[src/rtl/dna_loader.sv]
// Packs a 2-bit nucleotide stream into 16-bit words (8 per word) and writes them to sequence memory.
// Latency: a word write appears one cycle after its filling handshake; ready pulses two cycles after the last handshake.
// Backpressure: nuc_ready is high only while loading; the stream stalls in IDLE, FINAL, NOTIFY and ERR.
module dna_loader #(
    parameter int MAX_NUC = 4096,
    parameter int ADDR_W  = 9
) (
    input  logic              clock,
    input  logic              reset,
    input  logic              start,
    input  logic [1:0]        nuc_in,
    input  logic              nuc_valid,
    input  logic              nuc_last,
    output logic              nuc_ready,
    output logic              mem_we,
    output logic [ADDR_W-1:0] mem_addr,
    output logic [15:0]       mem_wdata,
    output logic [15:0]       dna_length,
    output logic              ready,
    output logic              busy,
    output logic              error
);

    typedef enum logic [2:0] {
        S_IDLE,
        S_LOAD,
        S_FINAL,
        S_NOTIFY,
        S_ERR
    } state_t;

    // Index of the last nucleotide that fits; accepting it without nuc_last overflows.
    localparam logic [15:0] LAST_IDX = 16'(MAX_NUC - 1);

    state_t              state_q;
    logic [15:0]         cnt_q;
    logic [ADDR_W-1:0]   addr_q;
    logic [15:0]         pack_q;
    logic                mem_we_q;
    logic [ADDR_W-1:0]   mem_addr_q;
    logic [15:0]         mem_wdata_q;
    logic [15:0]         dna_length_q;
    logic                ready_q;
    logic                busy_q;
    logic                error_q;

    logic                hs;
    logic [2:0]          slot;
    logic [15:0]         pack_d;
    logic [15:0]         cnt_d;

    assign nuc_ready  = (state_q == S_LOAD);
    assign mem_we     = mem_we_q;
    assign mem_addr   = mem_addr_q;
    assign mem_wdata  = mem_wdata_q;
    assign dna_length = dna_length_q;
    assign ready      = ready_q;
    assign busy       = busy_q;
    assign error      = error_q;

    // Handshake qualification and the word as it looks once the current nucleotide is merged in.
    always_comb begin
        hs     = nuc_valid && nuc_ready;
        slot   = cnt_q[2:0];
        pack_d = pack_q | (16'(nuc_in) << {slot, 1'b0});
        cnt_d  = cnt_q + 16'd1;
    end

    // Load FSM with all outputs registered; write strobe and ready default low every cycle.
    always_ff @(posedge clock) begin
        if (reset) begin
            state_q      <= S_IDLE;
            cnt_q        <= '0;
            addr_q       <= '0;
            pack_q       <= '0;
            mem_we_q     <= 1'b0;
            mem_addr_q   <= '0;
            mem_wdata_q  <= '0;
            dna_length_q <= '0;
            ready_q      <= 1'b0;
            busy_q       <= 1'b0;
            error_q      <= 1'b0;
        end else begin
            mem_we_q <= 1'b0;
            ready_q  <= 1'b0;
            case (state_q)
                S_IDLE, S_ERR: begin
                    if (start) begin
                        state_q <= S_LOAD;
                        cnt_q   <= '0;
                        addr_q  <= '0;
                        pack_q  <= '0;
                        busy_q  <= 1'b1;
                        error_q <= 1'b0;
                    end
                end
                S_LOAD: begin
                    if (hs) begin
                        cnt_q <= cnt_d;
                        if (nuc_last) begin
                            // Flush the (possibly partial) word exactly once, even if slot 7 was just filled.
                            state_q     <= S_FINAL;
                            mem_we_q    <= 1'b1;
                            mem_addr_q  <= addr_q;
                            mem_wdata_q <= pack_d;
                            pack_q      <= '0;
                        end else if (slot == 3'd7) begin
                            mem_we_q    <= 1'b1;
                            mem_addr_q  <= addr_q;
                            mem_wdata_q <= pack_d;
                            pack_q      <= '0;
                            addr_q      <= addr_q + 1'b1;
                            // MAX_NUC is a multiple of 8, so overflow always coincides with a full word.
                            if (cnt_q == LAST_IDX) begin
                                state_q <= S_ERR;
                                error_q <= 1'b1;
                                busy_q  <= 1'b0;
                            end
                        end else begin
                            pack_q <= pack_d;
                        end
                    end
                end
                S_FINAL: begin
                    dna_length_q <= cnt_q;
                    ready_q      <= 1'b1;
                    state_q      <= S_NOTIFY;
                end
                S_NOTIFY: begin
                    busy_q  <= 1'b0;
                    state_q <= S_IDLE;
                end
                default: begin
                    state_q <= S_IDLE;
                    busy_q  <= 1'b0;
                end
            endcase
        end
    end

endmodule

[config.mk]
export PLATFORM = sky130hd
export DESIGN_NAME = dna_loader
export DESIGN_NICKNAME = d
export VERILOG_FILES = /design/src/rtl/dna_loader.sv
export SDC_FILE = /design/constraint.sdc
export NUM_CORES = 1
export LEC_CHECK = 0
export CORE_MARGIN = 2
export CORE_UTILIZATION = 45
export CTS_CLUSTER_DIAMETER = 50
export DETAILED_ROUTE_END_ITERATION = 16
export PLACE_DENSITY = 0.79
export SLEW_MARGIN = 20
export SYNTH_ARGS = -nofsm -noshare
export SYNTH_HDL_FRONTEND = slang
export SYNTH_SLANG_ARGS = --single-unit
[constraint.sdc]
create_clock -name clock -period 5.85 [get_ports clock]
set_input_delay 1.17 -clock clock [delete_from_list [all_inputs] [get_ports clock]]
set_output_delay 1.17 -clock clock [all_outputs]
set_load 0.02 [all_outputs]
==> results of run 1 <==
-- power breakdown --
part / leakage (nW) / internal [mW] / switching [mW] / total, mW
clock: 0.0915 / 0.187 / 0.202 / 0.389
sequential: 0.719 / 0.616 / 0.0102 / 0.626
combinational: 0.570 / 0.0368 / 0.0683 / 0.105
-- final timing paths --
check                                    from       endpoint  depth (start not counted)
worst min register to register  dna_length[9]  dna_length[9]                          2
worst max-delay path               state_q[0]      nuc_ready                          3
worst min-delay path            dna_length[9]  dna_length[9]                          2
worst max register to register       cnt_q[1]  mem_wdata[12]                          6
-- cell families after synthesis --
family          share of synthesized area (%)
simple gates                             22.5
compound gates                           20.3
flops                                    49.6
buf+inv                                  4.60
xor+xnor                                 1.71
fa+ha+maj                                1.05
mux                                     0.279
-- synthesized netlist by cell type, drive strengths merged (3+ instances only) --
master	instances	area share, %
a2111o	3	0.94
a211oi	17	3.6
a21oi	57	7.9
a31oi	9	1.6
and2	3	0.52
buf	12	2.1
clkbuf	17	1.8
dfxtp	89	50
ha	3	1.0
inv	7	0.73
nand2	62	6.5
nand3	11	1.5
nor2	56	5.9
nor2b	5	0.87
nor3	13	1.8
o21ai	11	1.5
or3	12	2.1
xnor2	4	0.98
xor2	3	0.73
-- area by class of cell --
class,count,area [um2],area share [%]
inverter,7,26.3,0.613
multi-input combinational,306,1660,38.6
sequential,89,1780,41.5
clock buffer,13,169,3.94
timing repair buffer,52,515,12.0
clock inverter,2,12.5,0.292
tap,102,128,2.98
-- metal layers --
metal	GRT usage [%]	part of all wire [%]	up-vias	wire, um
met4	6.50	1.6	0	130
met2	29.9	48	62	3800
li1	-	-	1583	-
met1	24.1	47	1505	3700
met3	3.79	3.8	9	304
met5	0	0	-	0
-- registers in the layout (all words and copies together) (netlist names) --
register    flops
mem_addr        9
state_q         3
addr_q          9
error           1
pack_q         16
mem_wdata      16
dna_length     16
busy            1
ready           1
mem_we          1
cnt_q          16
-- worst min-delay path: stages (launching register included) --
cell and delay [ps]:
dfxtp_1 310, nand2_1 50, a21oi_1 50
-- per-stage QoR --
stage	setup slack (ps)	cell area [um2]	hold slack (ps)
floorplan	3220	3590	432
global placement	2240	4100	443
detailed placement	2070	4100	447
CTS	2410	4280	459
global route	2300	4290	469
finish	2370	4290	456
==> flow_metrics.env, run 1 <==
export IMPL_start_util_pct=46.5
export IMPL_ys_seq_elements=89
export IMPL_critPathBufInv=2
export IMPL_timing_critical_path_arrival_ps=2310
export IMPL_worstSetupStartpointType="flop"
export IMPL_post_route_cells_drive_above_1_share_pct=4.26
export IMPL_port_buffers=52
export IMPL_clock_tree_from_tritoncts="done"
export IMPL_cts_repair_resize_count=0
export IMPL_tightestPinTransition_ps=991
export IMPL_clock_tree_root_cell="clkbuf_8"
export IMPL_ant_nets=0
export IMPL_detail_routed_via_count_per_cell=5.53
export IMPL_finalCriticalPeriod_ps=3480
export IMPL_wirelength_um=7930
export IMPL_flow_area_growth_from_synthesis_pct=19.4
export IMPL_cts_setup_buffers=0
export IMPL_max_stage_delay_ps=640
export IMPL_grt_max_degree=57
export IMPL_critical_path_max_fanout=10
export IMPL_grt_antenna_before_repair=0
export IMPL_min_path_type="reg -> reg"
export IMPL_clock_sinks=89
export IMPL_postLayoutCoreUtil_pct=55.5
export IMPL_number_of_placement_rows=32
export IMPL_average_wire_per_standard_cell_um=13.9
export IMPL_finalHoldViolations=0
export IMPL_worst_endpoint_required_ps=4680
export IMPL_grt_overflow_total=0
export IMPL_timing_reg2reg_setup_slack_ps=3440
export IMPL_syn_avg_cell_area_um2=8.33
export IMPL_ys_warn_count=0
export IMPL_final_estimated_routing_congestion_in_global_placement=0.835
export IMPL_max_freq_mhz=287
export IMPL_critical_path_slowest_cell="clkdlybuf4s50_1"
export IMPL_chipHeight_um=93.3
export IMPL_number_of_buffers_created_by_cts=9
export IMPL_diodes=0
export IMPL_count_of_pins_over_their_slew_limit=0
export IMPL_num_io_pins=53
export IMPL_final_nets=475
export IMPL_crit_family="buffers and inverters"
export IMPL_drtIter0Drc=177
export IMPL_number_of_global_route_vias_before_repair=2818
export IMPL_final_cells=571
export IMPL_power_density_nw_per_um2=261
export IMPL_core_um2=7730
export IMPL_dp_final_hpwl_um=5390
export IMPL_wire_length_of_the_first_global_routing_pass_um=12900
export IMPL_cts_hold_buffers_added=0
export IMPL_max_h_tree_level=3
export IMPL_worstSkewPairLatency_ps=350
export IMPL_slew_headroom_pct=33.9
export IMPL_floorplan_die_width_um=93.3
export IMPL_path_class="reg -> out"
export IMPL_final_setup_skew_ps=6.81
export IMPL_critical_path_capture_point_type="output pin"
export IMPL_timing_final_setup_violations=0
export IMPL_mostFrequentLayoutCell="dfxtp_1"
export IMPL_post_route_period_util_pct=59.5
export IMPL_result_of_the_run="completed"
export IMPL_asyncSetResetFlopFracSynth_pct=0
export IMPL_synthesis_instances=431
export IMPL_syn_cell_area_um2=3590
export IMPL_synth_edff_count=0
export IMPL_unrepaired_setup_endpoints_after_global_routing="false"
export IMPL_vias=3159
export IMPL_p_leak_nw=1.38
export IMPL_vdd_ir_drop_worst_mv=0.109
export IMPL_drt_pass1_iter_count=4
export IMPL_grt_total_usage_pct=18.3
export IMPL_post_layout_total_power_mw=1.12
export IMPL_timing_setup_tns_ps=0
export IMPL_cts_buffer_depth=2
export IMPL_die_area_um2=8710
export IMPL_syn_num_nets=441
export IMPL_most_common_layout_cells="dfxtp_1 (89), nand2_1 (62), a21oi_1 (57)"
export IMPL_clk_pin_slew_worst_paths_ps=80
export IMPL_cap_violations=0
export IMPL_crit_chain="or3b_2 -> inv_1 -> clkdlybuf4s50_1"
export IMPL_placedCellCount=556
export IMPL_synthDistinctLibCells=48
export IMPL_seq_area_frac_synth_pct=49.6
export IMPL_drc=0
export IMPL_fill_cells=688
export IMPL_ys_flop_type="dfxtp_1"
(Power assumes the default switching activity.)
==> run 2: changes to the inputs <==
PLACE_DENSITY = 0.82   (was 0.79)
clock period = 2.9 ns   (was 5.85 ns; I/O delays follow)
==> flow_metrics.env, run 2 (same netlist as run 1, synthesis figures left out) <==
export IMPL_result_of_the_run="completed"
export IMPL_clock_tree_from_tritoncts="done"
export IMPL_grt_overflow_total=0
export IMPL_crit_family="buffers and inverters"
export IMPL_number_of_placement_rows=32
export IMPL_vdd_ir_drop_worst_mv=0.225
export IMPL_diodes=0
export IMPL_cap_violations=0
export IMPL_post_route_cells_drive_above_1_share_pct=6.07
export IMPL_vias=3214
export IMPL_worstSkewPairLatency_ps=360
export IMPL_number_of_buffers_created_by_cts=9
export IMPL_drtIter0Drc=205
export IMPL_hold_end="mem_addr[7]"
export IMPL_critical_path_slowest_cell="clkdlybuf4s50_1"
export IMPL_hold_path_cell_count=2
export IMPL_final_estimated_routing_congestion_in_global_placement=0.845
export IMPL_crit_chain="or3b_2 -> inv_1 -> clkdlybuf4s50_1"
export IMPL_path_class="reg -> out"
export IMPL_critical_path_capture_point_type="output pin"
export IMPL_seq_area_um2=1780
export IMPL_drc=0
export IMPL_timing_setup_tns_ps=0
export IMPL_dp_final_hpwl_um=5770
export IMPL_mostFrequentLayoutCell="dfxtp_1"
export IMPL_start_util_pct=46.5
export IMPL_final_cells=580
export IMPL_worstSetupStartpointType="flop"
export IMPL_clock_sinks=89
export IMPL_placedCellCount=564
export IMPL_drt_pass1_iter_count=4
export IMPL_timing_critical_path_arrival_ps=2190
export IMPL_final_setup_skew_ps=9.38
export IMPL_core_um2=7730
export IMPL_post_route_period_util_pct=95.5
export IMPL_tightestPinTransition_ps=749
export IMPL_detailed_place_area_um2=4160
export IMPL_timing_reg2reg_setup_slack_ps=560
export IMPL_die_area_um2=8710
export IMPL_max_stage_delay_ps=610
export IMPL_grt_antenna_before_repair=0
export IMPL_detail_routed_via_count_per_cell=5.54
export IMPL_clock_tree_root_cell="clkbuf_8"
export IMPL_grt_max_degree=33
export IMPL_cts_setup_buffers=0
export IMPL_postLayoutCoreUtil_pct=56.8
export IMPL_rr_worst_depth=6
export IMPL_multiInputGateArea_um2=1650
export IMPL_clk_pin_slew_worst_paths_ps=90
export IMPL_finalWorstSetupSlack_ps=130
export IMPL_max_freq_mhz=361
export IMPL_worst_endpoint_required_ps=2320
export IMPL_cts_buffer_depth=2
export IMPL_timing_final_setup_violations=0
export IMPL_cts_repair_resize_count=0
export IMPL_wire_length_of_the_first_global_routing_pass_um=13900
export IMPL_floorplan_die_width_um=93.3
export IMPL_fill_cells=670
export IMPL_power_density_nw_per_um2=556
export IMPL_num_io_pins=53
export IMPL_wirelength_um=8280
export IMPL_ant_nets=0
export IMPL_finalHoldViolations=0
export IMPL_final_nets=483
export IMPL_most_common_layout_cells="dfxtp_1 (89), nand2_1 (62), a21oi_1 (57)"
export IMPL_stdcell_area_um2=4390
export IMPL_unrepaired_setup_endpoints_after_global_routing="false"
export IMPL_holdCritStartpoint="addr_q[7]"
export IMPL_average_wire_per_standard_cell_um=14.3
export IMPL_p_leak_nw=1.44
export IMPL_cts_hold_buffers_added=0
export IMPL_max_h_tree_level=3
export IMPL_finalCriticalPeriod_ps=2770
export IMPL_worstReg2RegStart="cnt_q[1]"
export IMPL_number_of_global_route_vias_before_repair=3003
export IMPL_grt_total_usage_pct=19.9
export IMPL_critical_path_max_fanout=10
export IMPL_flow_area_growth_from_synthesis_pct=22.1
export IMPL_slew_headroom_pct=50.0
export IMPL_reg2reg_to="mem_wdata[14]"
export IMPL_port_buffers=52
export IMPL_dpl_worst_slack_ps=189
export IMPL_critPathBufInv=2
export IMPL_count_of_pins_over_their_slew_limit=0
export IMPL_min_path_type="reg -> reg"
export IMPL_chipHeight_um=93.3
-- run 2: cell types whose count changed in the layout (fill, tap and decap cells not counted), sizes merged --
cell / change
clkbuf: -3
clkinv: +1
inv: +1
buf: +8
bufinv: +2
-- run 2: worst max path at each step --
stage	startpoint	to	slack [ps]	depth (start not counted)
2_1_floorplan	start	cnt_q[10]	860	5
3_3_place_gp	start	cnt_q[15]	220	5
5_1_grt	state_q[0]	nuc_ready	40	3
4_1_cts	state_q[0]	nuc_ready	130	3
3_5_place_dp	start	cnt_q[15]	190	5
6_report	state_q[0]	nuc_ready	130	3
-- run 2: power breakdown --
group,leakage (nW),switching [mW],internal [mW]
Clock,0.113,0.436,0.512
Combinational,0.608,0.143,0.0841
Sequential,0.719,0.0206,1.24
Total,1.44,0.600,1.84
-- run 2: cell type report --
class | count | area share, %
timing repair buffer | 60 | 13.1
clock buffer | 10 | 3.14
tap | 102 | 2.91
clock inverter | 6 | 2.05
inverter | 7 | 0.599
multi-input combinational | 306 | 37.6
sequential | 89 | 40.6
-- run 2: worst min-delay path, delay by kind of cell (launching register included) --
| family | cells | cell delay (ps) |
|---|---|---|
| compound gates | 1 | 50 |
| flops | 1 | 320 |
| simple gates | 1 | 50 |
-- run 2: per-stage QoR --
stage / hold slack [ps] / power [mW]
global route: 486 / 2.53
detailed placement: 448 / 1.52
global placement: 444 / 1.51
CTS: 460 / 2.45
finish: 457 / 2.44
floorplan: 432 / 1.44
-- run 2: metal layers --
layer | wire length [um] | share of wire (%) | global-route usage (%)
met5 | 0 | 0 | 0
met4 | 246 | 3.0 | 9.93
met3 | 451 | 5.4 | 4.59
met2 | 4040 | 49 | 32.7
met1 | 3550 | 43 | 24.5
